**config.mk**
```make
export PLATFORM = sky130hd
export DESIGN_NAME = rggen_bus_initiator
export DESIGN_NICKNAME = d
export VERILOG_FILES = /design/src/rtl/rggen_rtl_pkg.sv /design/src/rtl/rggen_bus_timer.sv /design/src/rtl/rggen_bus_initiator.sv
export SDC_FILE = /design/constraint.sdc
export NUM_CORES = 1
export LEC_CHECK = 0
export BUFFER_PORTS_ARGS = -buffer_cell sky130_fd_sc_hd__buf_4
export CORE_ASPECT_RATIO = 1.1
export CORE_MARGIN = 5
export CORE_UTILIZATION = 34
export DETAILED_ROUTE_END_ITERATION = 8
export SLEW_MARGIN = 15
export SYNTH_ARGS = -nofsm -noshare
export SYNTH_HDL_FRONTEND = slang
export SYNTH_HIERARCHICAL = 1
export SYNTH_SLANG_ARGS = --single-unit
```
**constraint.sdc**
```tcl
create_clock -name i_clk -period 2.1 [get_ports i_clk]
set_input_delay 0.63 -clock i_clk [delete_from_list [all_inputs] [get_ports i_clk]]
set_output_delay 0.63 -clock i_clk [all_outputs]
set_load 0.005 [all_outputs]
```
**src/rtl/rggen_rtl_pkg.sv**
```systemverilog
// Shared rggen register-bus types: access/status encodings, access bit
// positions, initiator FSM states and the timeout counter width helper.
// No ports; imported by the initiator and its timer.
package rggen_rtl_pkg;

   // Bit 0 of an access selects data direction (0 = read), bit 1 marks
   // whether the access expects a response (0 = posted).
   localparam int RGGEN_ACCESS_DATA_BIT       = 0;
   localparam int RGGEN_ACCESS_NON_POSTED_BIT = 1;

   typedef enum logic [1:0] {
      RGGEN_POSTED_WRITE = 2'b01,
      RGGEN_READ         = 2'b10,
      RGGEN_WRITE        = 2'b11
   } rggen_access;

   typedef enum logic [1:0] {
      RGGEN_OKAY         = 2'b00,
      RGGEN_EXOKAY       = 2'b01,
      RGGEN_SLAVE_ERROR  = 2'b10,
      RGGEN_DECODE_ERROR = 2'b11
   } rggen_status;

   typedef enum logic [1:0] {
      IDLE = 2'b00,
      BUS  = 2'b01,
      RSP  = 2'b10
   } rggen_initiator_state;

   // Counter width able to hold 0..timeout, never narrower than one bit.
   function automatic int rggen_timer_width(int timeout);
      int w;
      w = $clog2(timeout + 1);
      return (w < 1) ? 1 : w;
   endfunction

endpackage

```
**src/rtl/rggen_bus_timer.sv**
```systemverilog
// Bus wait timer: counts enabled cycles, flags expiry on the TIMEOUT-th one.
// Latency: o_expire is combinational in the cycle the count would reach TIMEOUT.
// Backpressure: none; i_clear dominates, TIMEOUT=0 ties o_expire low.
// Ports: i_clk/i_rst_n clock and async reset, i_clear zeroes the count,
//        i_enable counts this cycle, o_expire timeout reached this cycle.
module rggen_bus_timer
   import rggen_rtl_pkg::*;
#(
   parameter int TIMEOUT = 0
) (
   input  logic i_clk,
   input  logic i_rst_n,
   input  logic i_clear,
   input  logic i_enable,
   output logic o_expire
);

   if (TIMEOUT == 0) begin : g_no_timer
      logic unused_inputs;
      assign unused_inputs = ^{i_clk, i_rst_n, i_clear, i_enable};
      assign o_expire      = 1'b0;
   end else begin : g_timer
      localparam int W = rggen_timer_width(TIMEOUT);

      logic [W-1:0] count_q;
      logic [W-1:0] count_d;

      // The cycle holding count TIMEOUT-1 is the TIMEOUT-th waiting cycle.
      assign o_expire = i_enable && (count_q == W'(TIMEOUT - 1));

      always_comb begin
         count_d = count_q;
         if (i_clear) begin
            count_d = '0;
         end else if (i_enable && !o_expire) begin
            count_d = count_q + 1'b1;
         end
      end

      always_ff @(posedge i_clk or negedge i_rst_n) begin
         if (!i_rst_n) begin
            count_q <= '0;
         end else begin
            count_q <= count_d;
         end
      end
   end

endmodule

```
**src/rtl/rggen_bus_initiator.sv**
```systemverilog
// Register-bus initiator: one command -> one bus transaction -> one response.
// Latency: bus request the cycle after accept, response the cycle after bus ready.
// Backpressure: o_cmd_ready only in IDLE; response held until i_rsp_ready.
// Ports: i_cmd_* host command channel, o_rsp_*/i_rsp_ready response channel,
//        o_bus_*/i_bus_* register-bus request and completion.
module rggen_bus_initiator
   import rggen_rtl_pkg::*;
#(
   parameter int ADDRESS_WIDTH = 16,
   parameter int BUS_WIDTH     = 32,
   parameter int TIMEOUT       = 0
) (
   input  logic                     i_clk,
   input  logic                     i_rst_n,
   input  logic                     i_cmd_valid,
   output logic                     o_cmd_ready,
   input  logic [1:0]               i_cmd_access,
   input  logic [ADDRESS_WIDTH-1:0] i_cmd_address,
   input  logic [BUS_WIDTH-1:0]     i_cmd_write_data,
   input  logic [BUS_WIDTH/8-1:0]   i_cmd_strobe,
   output logic                     o_rsp_valid,
   input  logic                     i_rsp_ready,
   output logic [1:0]               o_rsp_status,
   output logic [BUS_WIDTH-1:0]     o_rsp_read_data,
   output logic                     o_bus_valid,
   output logic [1:0]               o_bus_access,
   output logic [ADDRESS_WIDTH-1:0] o_bus_address,
   output logic [BUS_WIDTH-1:0]     o_bus_write_data,
   output logic [BUS_WIDTH/8-1:0]   o_bus_strobe,
   input  logic                     i_bus_ready,
   input  logic [1:0]               i_bus_status,
   input  logic [BUS_WIDTH-1:0]     i_bus_read_data
);

   rggen_initiator_state state_q, state_d;

   logic [1:0]               access_q,  access_d;
   logic [ADDRESS_WIDTH-1:0] address_q, address_d;
   logic [BUS_WIDTH-1:0]     wdata_q,   wdata_d;
   logic [BUS_WIDTH/8-1:0]   strobe_q,  strobe_d;
   logic [1:0]               status_q,  status_d;
   logic [BUS_WIDTH-1:0]     rdata_q,   rdata_d;

   logic timer_clear;
   logic timer_enable;
   logic timer_expire;

   rggen_bus_timer #(
      .TIMEOUT (TIMEOUT)
   ) u_timer (
      .i_clk    (i_clk),
      .i_rst_n  (i_rst_n),
      .i_clear  (timer_clear),
      .i_enable (timer_enable),
      .o_expire (timer_expire)
   );

   always_comb begin
      state_d      = state_q;
      access_d     = access_q;
      address_d    = address_q;
      wdata_d      = wdata_q;
      strobe_d     = strobe_q;
      status_d     = status_q;
      rdata_d      = rdata_q;
      o_cmd_ready  = 1'b0;
      o_bus_valid  = 1'b0;
      o_rsp_valid  = 1'b0;
      // Held clear outside BUS so every entry to BUS starts from zero.
      timer_clear  = 1'b1;
      timer_enable = 1'b0;

      case (state_q)
         IDLE: begin
            o_cmd_ready = 1'b1;
            if (i_cmd_valid) begin
               access_d  = i_cmd_access;
               address_d = i_cmd_address;
               wdata_d   = i_cmd_write_data;
               strobe_d  = i_cmd_strobe;
               if (i_cmd_access == 2'b00) begin
                  // Illegal access: answer with an error, never touch the bus.
                  status_d = RGGEN_SLAVE_ERROR;
                  rdata_d  = '0;
                  state_d  = RSP;
               end else begin
                  state_d  = BUS;
               end
            end
         end
         BUS: begin
            o_bus_valid  = 1'b1;
            timer_clear  = 1'b0;
            timer_enable = !i_bus_ready;
            // Ready is checked first so a completion in the expiry cycle wins.
            if (i_bus_ready) begin
               status_d = i_bus_status;
               rdata_d  = access_q[RGGEN_ACCESS_DATA_BIT] ? '0 : i_bus_read_data;
               state_d  = access_q[RGGEN_ACCESS_NON_POSTED_BIT] ? RSP : IDLE;
            end else if (timer_expire) begin
               status_d = RGGEN_SLAVE_ERROR;
               rdata_d  = '0;
               state_d  = access_q[RGGEN_ACCESS_NON_POSTED_BIT] ? RSP : IDLE;
            end
         end
         RSP: begin
            o_rsp_valid = 1'b1;
            if (i_rsp_ready) begin
               state_d = IDLE;
            end
         end
         default: state_d = IDLE;
      endcase
   end

   always_ff @(posedge i_clk or negedge i_rst_n) begin
      if (!i_rst_n) begin
         state_q   <= IDLE;
         access_q  <= '0;
         address_q <= '0;
         wdata_q   <= '0;
         strobe_q  <= '0;
         status_q  <= '0;
         rdata_q   <= '0;
      end else begin
         state_q   <= state_d;
         access_q  <= access_d;
         address_q <= address_d;
         wdata_q   <= wdata_d;
         strobe_q  <= strobe_d;
         status_q  <= status_d;
         rdata_q   <= rdata_d;
      end
   end

   assign o_bus_access     = access_q;
   assign o_bus_address    = address_q;
   assign o_bus_write_data = wdata_q;
   assign o_bus_strobe     = strobe_q;
   assign o_rsp_status     = status_q;
   assign o_rsp_read_data  = rdata_q;

endmodule

```
## Yosys cells after proc, flatten, opt, wreduce, memory -nomap -nowiden

Index checks and enable logic that the tools add are counted.

| storage, ports and cells | value |
|---|---|
| logic and storage cells | 37 |
| input port bits | 93 |
| register bits after elaboration | 90 |

| cells by class | value |
|---|---|
| mux-type cells | 18 |
| reductions and logical operators | 6 |
| equality and inequality tests | 6 |

Operators with widths:

| operator | number |
|---|---|
| 32-bit 2-to-1 mux | 4 |
| 32-bit one-hot mux with 2 select lines | 1 |
| 2-bit 2-to-1 mux | 8 |
| 2-bit != test (second input constant) | 4 |
| 2-bit one-hot mux with 3 select lines | 1 |
| 2-bit logical NOT | 2 |
| 2-bit one-hot mux with 2 select lines | 1 |
| 4-bit AND reduction | 1 |
| 1-bit 2-to-1 mux | 3 |
| 3-bit AND reduction | 1 |
| 2-bit by 1-bit == test with 1-bit output (second input constant) | 1 |
| 2-bit == test (second input constant) | 1 |
| 2-bit AND reduction | 1 |
| 2-bit nonzero test | 1 |

## Depth between registers and ports, before layout

Gate-level depths: netlist of the first run.

| logic depth | value |
|---|---|
| depth in word-level cells | 4 |
| depth in mapped cells | 5 |
| depth with buffers taken out | 4 |

## Modules after synthesis

Netlist of the first run, hierarchy kept.

Modules (own cells, without submodules):

| module | sequential area each (um^2) | cells an instance | area an instance (um^2) | times used |
|---|---|---|---|---|
| rggen_bus_initiator | 2,252.2 | 209 | 3,402.0 | 1 |
| rggen_bus_timer | 0.0 | 2 | 11.3 | 1 |

## Least setup slack after synthesis of the first run

Ideal clock, no wire load.

| path | value |
|---|---|
| kind | input-to-reg |
| start point | input i_cmd_valid |
| end point | register access_q[0], in the netlist o_bus_access[0] |
| data required time | 1,973 ps |
| arrival | 1,546 ps |
| setup time | 127 ps |
| path buffers | 2 |
| cell stages on the path | 4 |
| slack | 427 ps |
| cell sequence | nor3b_2 > buf_4 > buf_6 > mux2_1 |

| on the way | value |
|---|---|
| longest elaborated chain between the ends | 1 |

RTL lines:

| element | RTL line | text |
|---|---|---|
| start, declared | rggen_bus_initiator.sv:15 | `input logic i_cmd_valid,` |
| 2-bit AND reduction (no line) | - |  |
| end signal, assigned | rggen_bus_initiator.sv:127 | `access_q <= access_d;` |
| end, declared | rggen_bus_initiator.sv:37 | `logic [1:0] access_q, access_d;` |

Every way passes these cells.
A chain may end at the register's enable or synchronous reset.

## Final worst setup path of the first run

| path | value |
|---|---|
| start point | register state_q[1] |
| end point | output o_bus_valid |

| on the way | value |
|---|---|
| longest elaborated chain between the ends | 2 |

RTL lines:

| element | RTL line | text |
|---|---|---|
| start, declared | rggen_bus_initiator.sv:35 | `rggen_initiator_state state_q, state_d;` |
| start signal, assigned | rggen_bus_initiator.sv:126 | `state_q <= state_d;` |
| 2-bit by 1-bit == test with 1-bit output | rggen_bus_initiator.sv:73 | `case (state_q)` |
| 1-bit 2-to-1 mux | rggen_bus_initiator.sv:73 |  |
| end, declared | rggen_bus_initiator.sv:25 | `output logic o_bus_valid,` |

Every way passes these cells.

==> impl_metrics.json, run 1 <==
{
  "post-place-cells": 505,
  "fin_skew_ps": 6.107,
  "crit_required_ps": 1470,
  "grt_setup_unrepaired": "no",
  "flow.area_growth_from_synthesis_pct": 51.45,
  "timing.reg2reg.worst_path_depth": 3,
  "post_cts_buffers": 0,
  "ir_drop_mv": 0.7439,
  "num-nets-final": 489,
  "timing.setup.tns_ps": 0,
  "design_power_mw": 7.315,
  "holdBufCountCts": 0,
  "number_of_core_rows": 38,
  "timing_worst_setup_path_type": "reg -> out",
  "synthCells": 210,
  "worst_hold_path_type": "in -> async",
  "clock_latency_ps": 360,
  "grt_antenna_before_repair": 0,
  "drc": 0,
  "number_of_optimization_iterations_in_the_first_detailed_route_pass": 4,
  "worst_r2r_startpoint": "state_q[1]$_DFFE_PN0P_",
  "fmax_ghz": 0.5334,
  "final_cell_count_no_fill": 521,
  "worst_path_max_delay_cell": "sky130_fd_sc_hd__dfrtp_1",
  "reg2reg_to": "o_bus_write_data[4]$_DFFE_PN0P_",
  "core_um2": 9842,
  "grt_start_max_net_pins": 91,
  "place.gp.congestion": 0.7776,
  "die-height_um": 115.0,
  "worst-slew-pin-transition_ps": 503.5,
  "antenna_left": 0,
  "crit_path_end_kind": "output port",
  "slew_headroom_pct": 66.43,
  "cellPowerDensity_nw_per_um2": 1417,
  "starting_density_of_the_core_pct": 34.64,
  "first_pass_grt_wire_length_mm": 13.74,
  "synthesis.area_per_instance_um2": 16.24,
  "n_antenna_cell": 0,
  "syn_std_cell_area_um2": 3410,
  "die_w_um": 105.5,
  "route.vias.total": 2421,
  "path_clk_slew_ps": 80,
  "global_route.usage.total_pct": 14.54,
  "num-fill-cells": 878,
  "ys.warnings.count": 6,
  "routed_via_density": 4.647,
  "clock_sink_count": 90,
  "r2r_setup_slack_ps": 520,
  "max-clock-path-buffers": 2,
  "die_area_um2": 12130,
  "timing.critical_path.cells": "and2b_4 -> buf_4",
  "preCtsSetupSlack_ps": 288.4,
  "drive_above_1_share_pct": 53.37,
  "ff_latch_area_um2": 2252,
  "dr.first_iter.drc_count": 67,
  "cts_root_buffer": "sky130_fd_sc_hd__clkbuf_8",
  "port_buffers": 183,
  "cts.repair.resized": 0,
  "numCtsBuffers": 9,
  "area_used_by_multi_input_combinational_logic_um2": 1036,
  "route.detailed.wl_per_inst_um": 16.69,
  "postLayoutCellArea_um2": 5164,
  "clock_tree.htree_level_count": 3,
  "hpwl_mm": 6.410,
  "grt_overflow_total": 0,
  "finalSetupViolCount": 0,
  "leakagePower_nw": 2.568,
  "via_count_of_the_first_global_routing_pass": 2636,
  "drv_cap": 0,
  "cts_tree": "done",
  "hold_viol": 0,
  "setup_slack_ps": 225.1,
  "route.final.wire_length_mm": 8.697,
  "cpLargestDelayFamily": "flip-flops",
  "cp.buffers_inverters": 1,
  "highest_net_fanout_along_the_worst_path": 6,
  "final_min_period_over_clock_period_pct": 89.28,
  "slew_violations": 0,
  "syn_nets": 303,
  "timing.final.crit_period_ps": 1875,
  "placed_inst_area_um2": 4897,
  "timing.critical_path.arrival_ps": 1240,
  "ioPinCount": 184,
  "run_status": "completed",
  "timing.critical_path.slowest_cell_delay_ps": 460,
  "kind_of_start_point_of_the_critical_path": "register"
}
==> sequential cells by signal (all words and copies together) (netlist names) <==
signal,cells
o_rsp_status,2
o_rsp_read_data,32
o_bus_address,16
o_bus_write_data,32
o_bus_access,2
state_q,2
o_bus_strobe,4
==> cell type report <==
type                    count  area share, %
well taps                 120          2.908
repair buffers            188          28.06
clock buffers              11          2.738
multi-input cells         105          20.06
flip-flops and latches     90          43.62
clock inverters             5          2.423
inverters                   2         0.1938
==> through the flow <==
stage	util, %	hold WS [ps]
finish	52.47	276.0
global route	52.47	335.2
CTS	52.47	315.7
detailed placement	49.76	476.0
global placement	49.76	468.3
floorplan	-	334.4
==> layout by cell type, fill, tap and decap left out, drive strengths merged <==
master / n
mux2: 54
a2bb2oi: 1
or3b: 1
clkbuf: 11
buf: 188
a22o: 32
nor3b: 1
a221o: 1
conb: 1
nand3b: 1
nor2b: 1
inv: 2
a32o: 1
a21oi: 2
clkinv: 1
nand2: 1
nor2: 6
and2b: 2
bufinv: 4
dfrtp: 90
==> layer usage <==
metal	routed length, um	global-route usage [%]
met5	0	0
met2	4375	24.79
met1	3313	15.95
met4	144	6.299
met3	863	6.176
==> power by group <==
part	switching, mW	internal [mW]	total [mW]
Combinational	1.01	1.77	2.79
Sequential	0.444	2.56	3.00
Clock	0.588	0.942	1.53
Total	2.04	5.27	7.32
==> worst max path at each step <==
| stage | startpoint | end | depth (start not counted) |
|---|---|---|---|
| 3_5_place_dp | i_cmd_valid | o_bus_strobe[2]$_DFFE_PN0P_ | 4 |
| 5_1_grt | state_q[1]$_DFFE_PN0P_ | o_bus_valid | 2 |
| 6_report | state_q[1]$_DFFE_PN0P_ | o_bus_valid | 2 |
| 3_3_place_gp | i_cmd_valid | o_bus_write_data[18]$_DFFE_PN0P_ | 4 |
| 4_1_cts | state_q[1]$_DFFE_PN0P_ | o_bus_valid | 2 |
| 2_1_floorplan | i_cmd_valid | o_bus_access[0]$_DFFE_PN0P_ | 4 |
Power figures use the tool's default switching activity.
==> run 2: changes to the inputs <==
--- a/config.mk
+++ b/config.mk
@@ -8,10 +8,10 @@
 export BUFFER_PORTS_ARGS = -buffer_cell sky130_fd_sc_hd__buf_4
 export CORE_ASPECT_RATIO = 1.1
 export CORE_MARGIN = 5
-export CORE_UTILIZATION = 34
+export CORE_UTILIZATION = 44
 export DETAILED_ROUTE_END_ITERATION = 8
+export PLACE_DENSITY = 0.79
 export SLEW_MARGIN = 15
 export SYNTH_ARGS = -nofsm -noshare
 export SYNTH_HDL_FRONTEND = slang
-export SYNTH_HIERARCHICAL = 1
 export SYNTH_SLANG_ARGS = --single-unit
==> run 2 against run 1 <==
Compared with the run above:
- first-iteration DRC count up 61%
- sequential power is 2% higher
- critical path depth stayed put
- fmax is 0.12% higher
- routed wire length fell by 0.24%
- area after synthesis up 0.33%
==> impl_metrics.json, run 2 <==
{
  "synth-edff-count": 0,
  "grt_antenna_before_repair": 0,
  "num-nets-final": 495,
  "worst-slew-pin-transition_ps": 402.0,
  "syn_nets": 308,
  "antenna_left": 0,
  "synth_top_family_by_area": "multiplexers",
  "cts_root_buffer": "sky130_fd_sc_hd__clkbuf_8",
  "die_area_um2": 9640,
  "yosys_register_bits": 90,
  "preCtsSetupSlack_ps": 99.50,
  "commonest_cells_after_routing_fill_and_taps_aside": "sky130_fd_sc_hd__buf_4 (187), sky130_fd_sc_hd__dfrtp_1 (90), sky130_fd_sc_hd__mux2_2 (55), sky130_fd_sc_hd__a22o_1 (35), sky130_fd_sc_hd__clkbuf_8 (10)",
  "worst_path_max_delay_cell": "sky130_fd_sc_hd__dfrtp_1",
  "die_w_um": 94.07,
  "timing_worst_setup_path_type": "reg -> out",
  "post_cts_buffers": 0,
  "path_clk_slew_ps": 100,
  "cts.repair.resized": 0,
  "kind_of_start_point_of_the_critical_path": "register",
  "crit_path_end_kind": "output port",
  "core_um2": 7515,
  "hpwl_mm": 6.731,
  "drv_cap": 0,
  "fin_skew_ps": 16.41,
  "synth_top_cells_by_area": "sky130_fd_sc_hd__dfrtp_1 (66%), sky130_fd_sc_hd__mux2_2 (18%), sky130_fd_sc_hd__a22o_1 (9.0%)",
  "worst_hold_path_type": "in -> async",
  "drc": 0,
  "r2r_setup_slack_ps": 330,
  "grt_setup_unrepaired": "no",
  "ys.warnings.count": 0,
  "timing.setup.tns_ps": 0,
  "cpLargestDelayFamily": "flip-flops",
  "routed_via_density": 4.934,
  "finalSetupViolCount": 0,
  "n_antenna_cell": 0,
  "via_count_of_the_first_global_routing_pass": 2765,
  "crit_required_ps": 1470,
  "area_share_of_the_leading_cell_type_in_the_synthesized_netlist_pct": 65.84,
  "final_min_period_over_clock_period_pct": 89.18,
  "final_util_pct": 67.80,
  "synth-compound-area-share_pct": 9.912,
  "flow.area_growth_from_synthesis_pct": 48.94,
  "yosys_most_used_dff": "sky130_fd_sc_hd__dfrtp_1",
  "max-clock-path-buffers": 2,
  "num-fill-cells": 573,
  "synthesis.area_per_instance_um2": 15.91,
  "first_pass_grt_wire_length_mm": 13.30,
  "highest_net_fanout_along_the_worst_path": 11,
  "synth_cell_types": 20,
  "synth-adder-area-share_pct": 0,
  "grt_overflow_total": 0,
  "cellPowerDensity_nw_per_um2": 1353,
  "run_status": "completed",
  "synth_top_area_cell": "sky130_fd_sc_hd__dfrtp_1",
  "place.gp.congestion": 0.8343,
  "number_of_core_rows": 33,
  "route.final.wire_length_mm": 8.676,
  "area_share_of_and_or_nand_nor_cells_after_synthesis_pct": 2.085,
  "slew_violations": 0,
  "port_buffers": 183,
  "setup_slack_ps": 227.3,
  "numCtsBuffers": 9,
  "ir_drop_mv": 0.7035,
  "clock_tree.htree_level_count": 3,
  "timing.critical_path.arrival_ps": 1240,
  "leakagePower_nw": 2.546,
  "cp.buffers_inverters": 1,
  "die-height_um": 102.5,
  "syn_std_cell_area_um2": 3421,
  "hold_viol": 0,
  "synth.yosys.seq_area_share_pct": 65.84,
  "clock_sink_count": 90,
  "synthXorXnorAreaFrac_pct": 0,
  "ioPinCount": 184,
  "timing.critical_path.slowest_cell_delay_ps": 520,
  "fmax_ghz": 0.5340,
  "synthMostInstantiatedCell": "sky130_fd_sc_hd__dfrtp_1",
  "dr.first_iter.drc_count": 108,
  "timing.critical_path.cells": "nor2b_1 -> buf_4",
  "route.detailed.wl_per_inst_um": 16.95,
  "most_common_library_cell_in_the_layout_ignoring_fill_and_taps": "sky130_fd_sc_hd__buf_4",
  "global_route.usage.total_pct": 17.84,
  "slew_headroom_pct": 73.20,
  "synth_async_sr_flop_share_pct": 100.0,
  "route.vias.total": 2526,
  "starting_density_of_the_core_pct": 45.52,
  "synth_common_cells": "sky130_fd_sc_hd__dfrtp_1 (90), sky130_fd_sc_hd__mux2_2 (55), sky130_fd_sc_hd__a22o_1 (35)",
  "timing.final.crit_period_ps": 1873,
  "number_of_optimization_iterations_in_the_first_detailed_route_pass": 4,
  "holdBufCountCts": 0,
  "post_synth_mux_area_share_pct": 18.40,
  "drive_above_1_share_pct": 64.62,
  "cts_tree": "done",
  "synthCells": 215,
  "grt_start_max_net_pins": 55,
  "clock_latency_ps": 350
}
==> run 2: kinds of logic after synthesis <==
kind of cell | after synthesis
simple gates | 11
flops | 90
buf+inv | 18
mux | 56
compound gates | 40
==> run 2: where the power goes <==
group	switching (mW)	internal (mW)
clock	0.610	0.473
combinational	0.936	1.83
sequential	0.491	2.56
total	2.04	4.86
==> run 2: cell type report <==
cell class / instances / area (um2) / share of cell area [%]
clock buffers: 10 / 137.6 / 2.701
clock inverters: 6 / 47.55 / 0.9332
inverters: 4 / 15.01 / 0.2947
multi-input cells: 107 / 1047 / 20.55
flip-flops and latches: 90 / 2252 / 44.20
well taps: 105 / 131.4 / 2.579
repair buffers: 190 / 1464 / 28.73
==> run 2: final timing paths <==
check / from / to / depth (start not counted)
setup / recovery: state_q[0]$_DFFE_PN0P_ / o_bus_valid / 2
hold / removal: i_rst_n / o_bus_address[3]$_DFFE_PN0P_ / 1
setup reg to reg: state_q[0]$_DFFE_PN0P_ / o_rsp_read_data[4]$_DFFE_PN0P_ / 4
hold reg to reg: o_bus_write_data[26]$_DFFE_PN0P_ / o_bus_write_data[26]$_DFFE_PN0P_ / 1
max in group asynchronous: i_rst_n / o_bus_write_data[11]$_DFFE_PN0P_ / 2
min in group i_clk: i_bus_read_data[10] / o_rsp_read_data[10]$_DFFE_PN0P_ / 2
==> run 2: per-layer routing <==
metal	track usage [%]	share of wire, %	wire (um)
met2	30.09	50	4344
met3	5.081	8.7	756
met4	8.222	3.0	263
met5	0	0	0
met1	21.22	38	3311
==> run 2: through the flow <==
| stage | power, mW | instance area, um2 | hold slack [ps] | instances |
|---|---|---|---|---|
| floorplan | 4.147 | 3421 | 334.4 | 215 |
| global placement | 5.797 | 4910 | 483.4 | 496 |
| detailed placement | 5.907 | 4910 | 484.5 | 496 |
| CTS | 7.009 | 5095 | 197.2 | 512 |
| global route | 7.344 | 5095 | 213.8 | 512 |
| finish | 6.895 | 5095 | 191.8 | 512 |
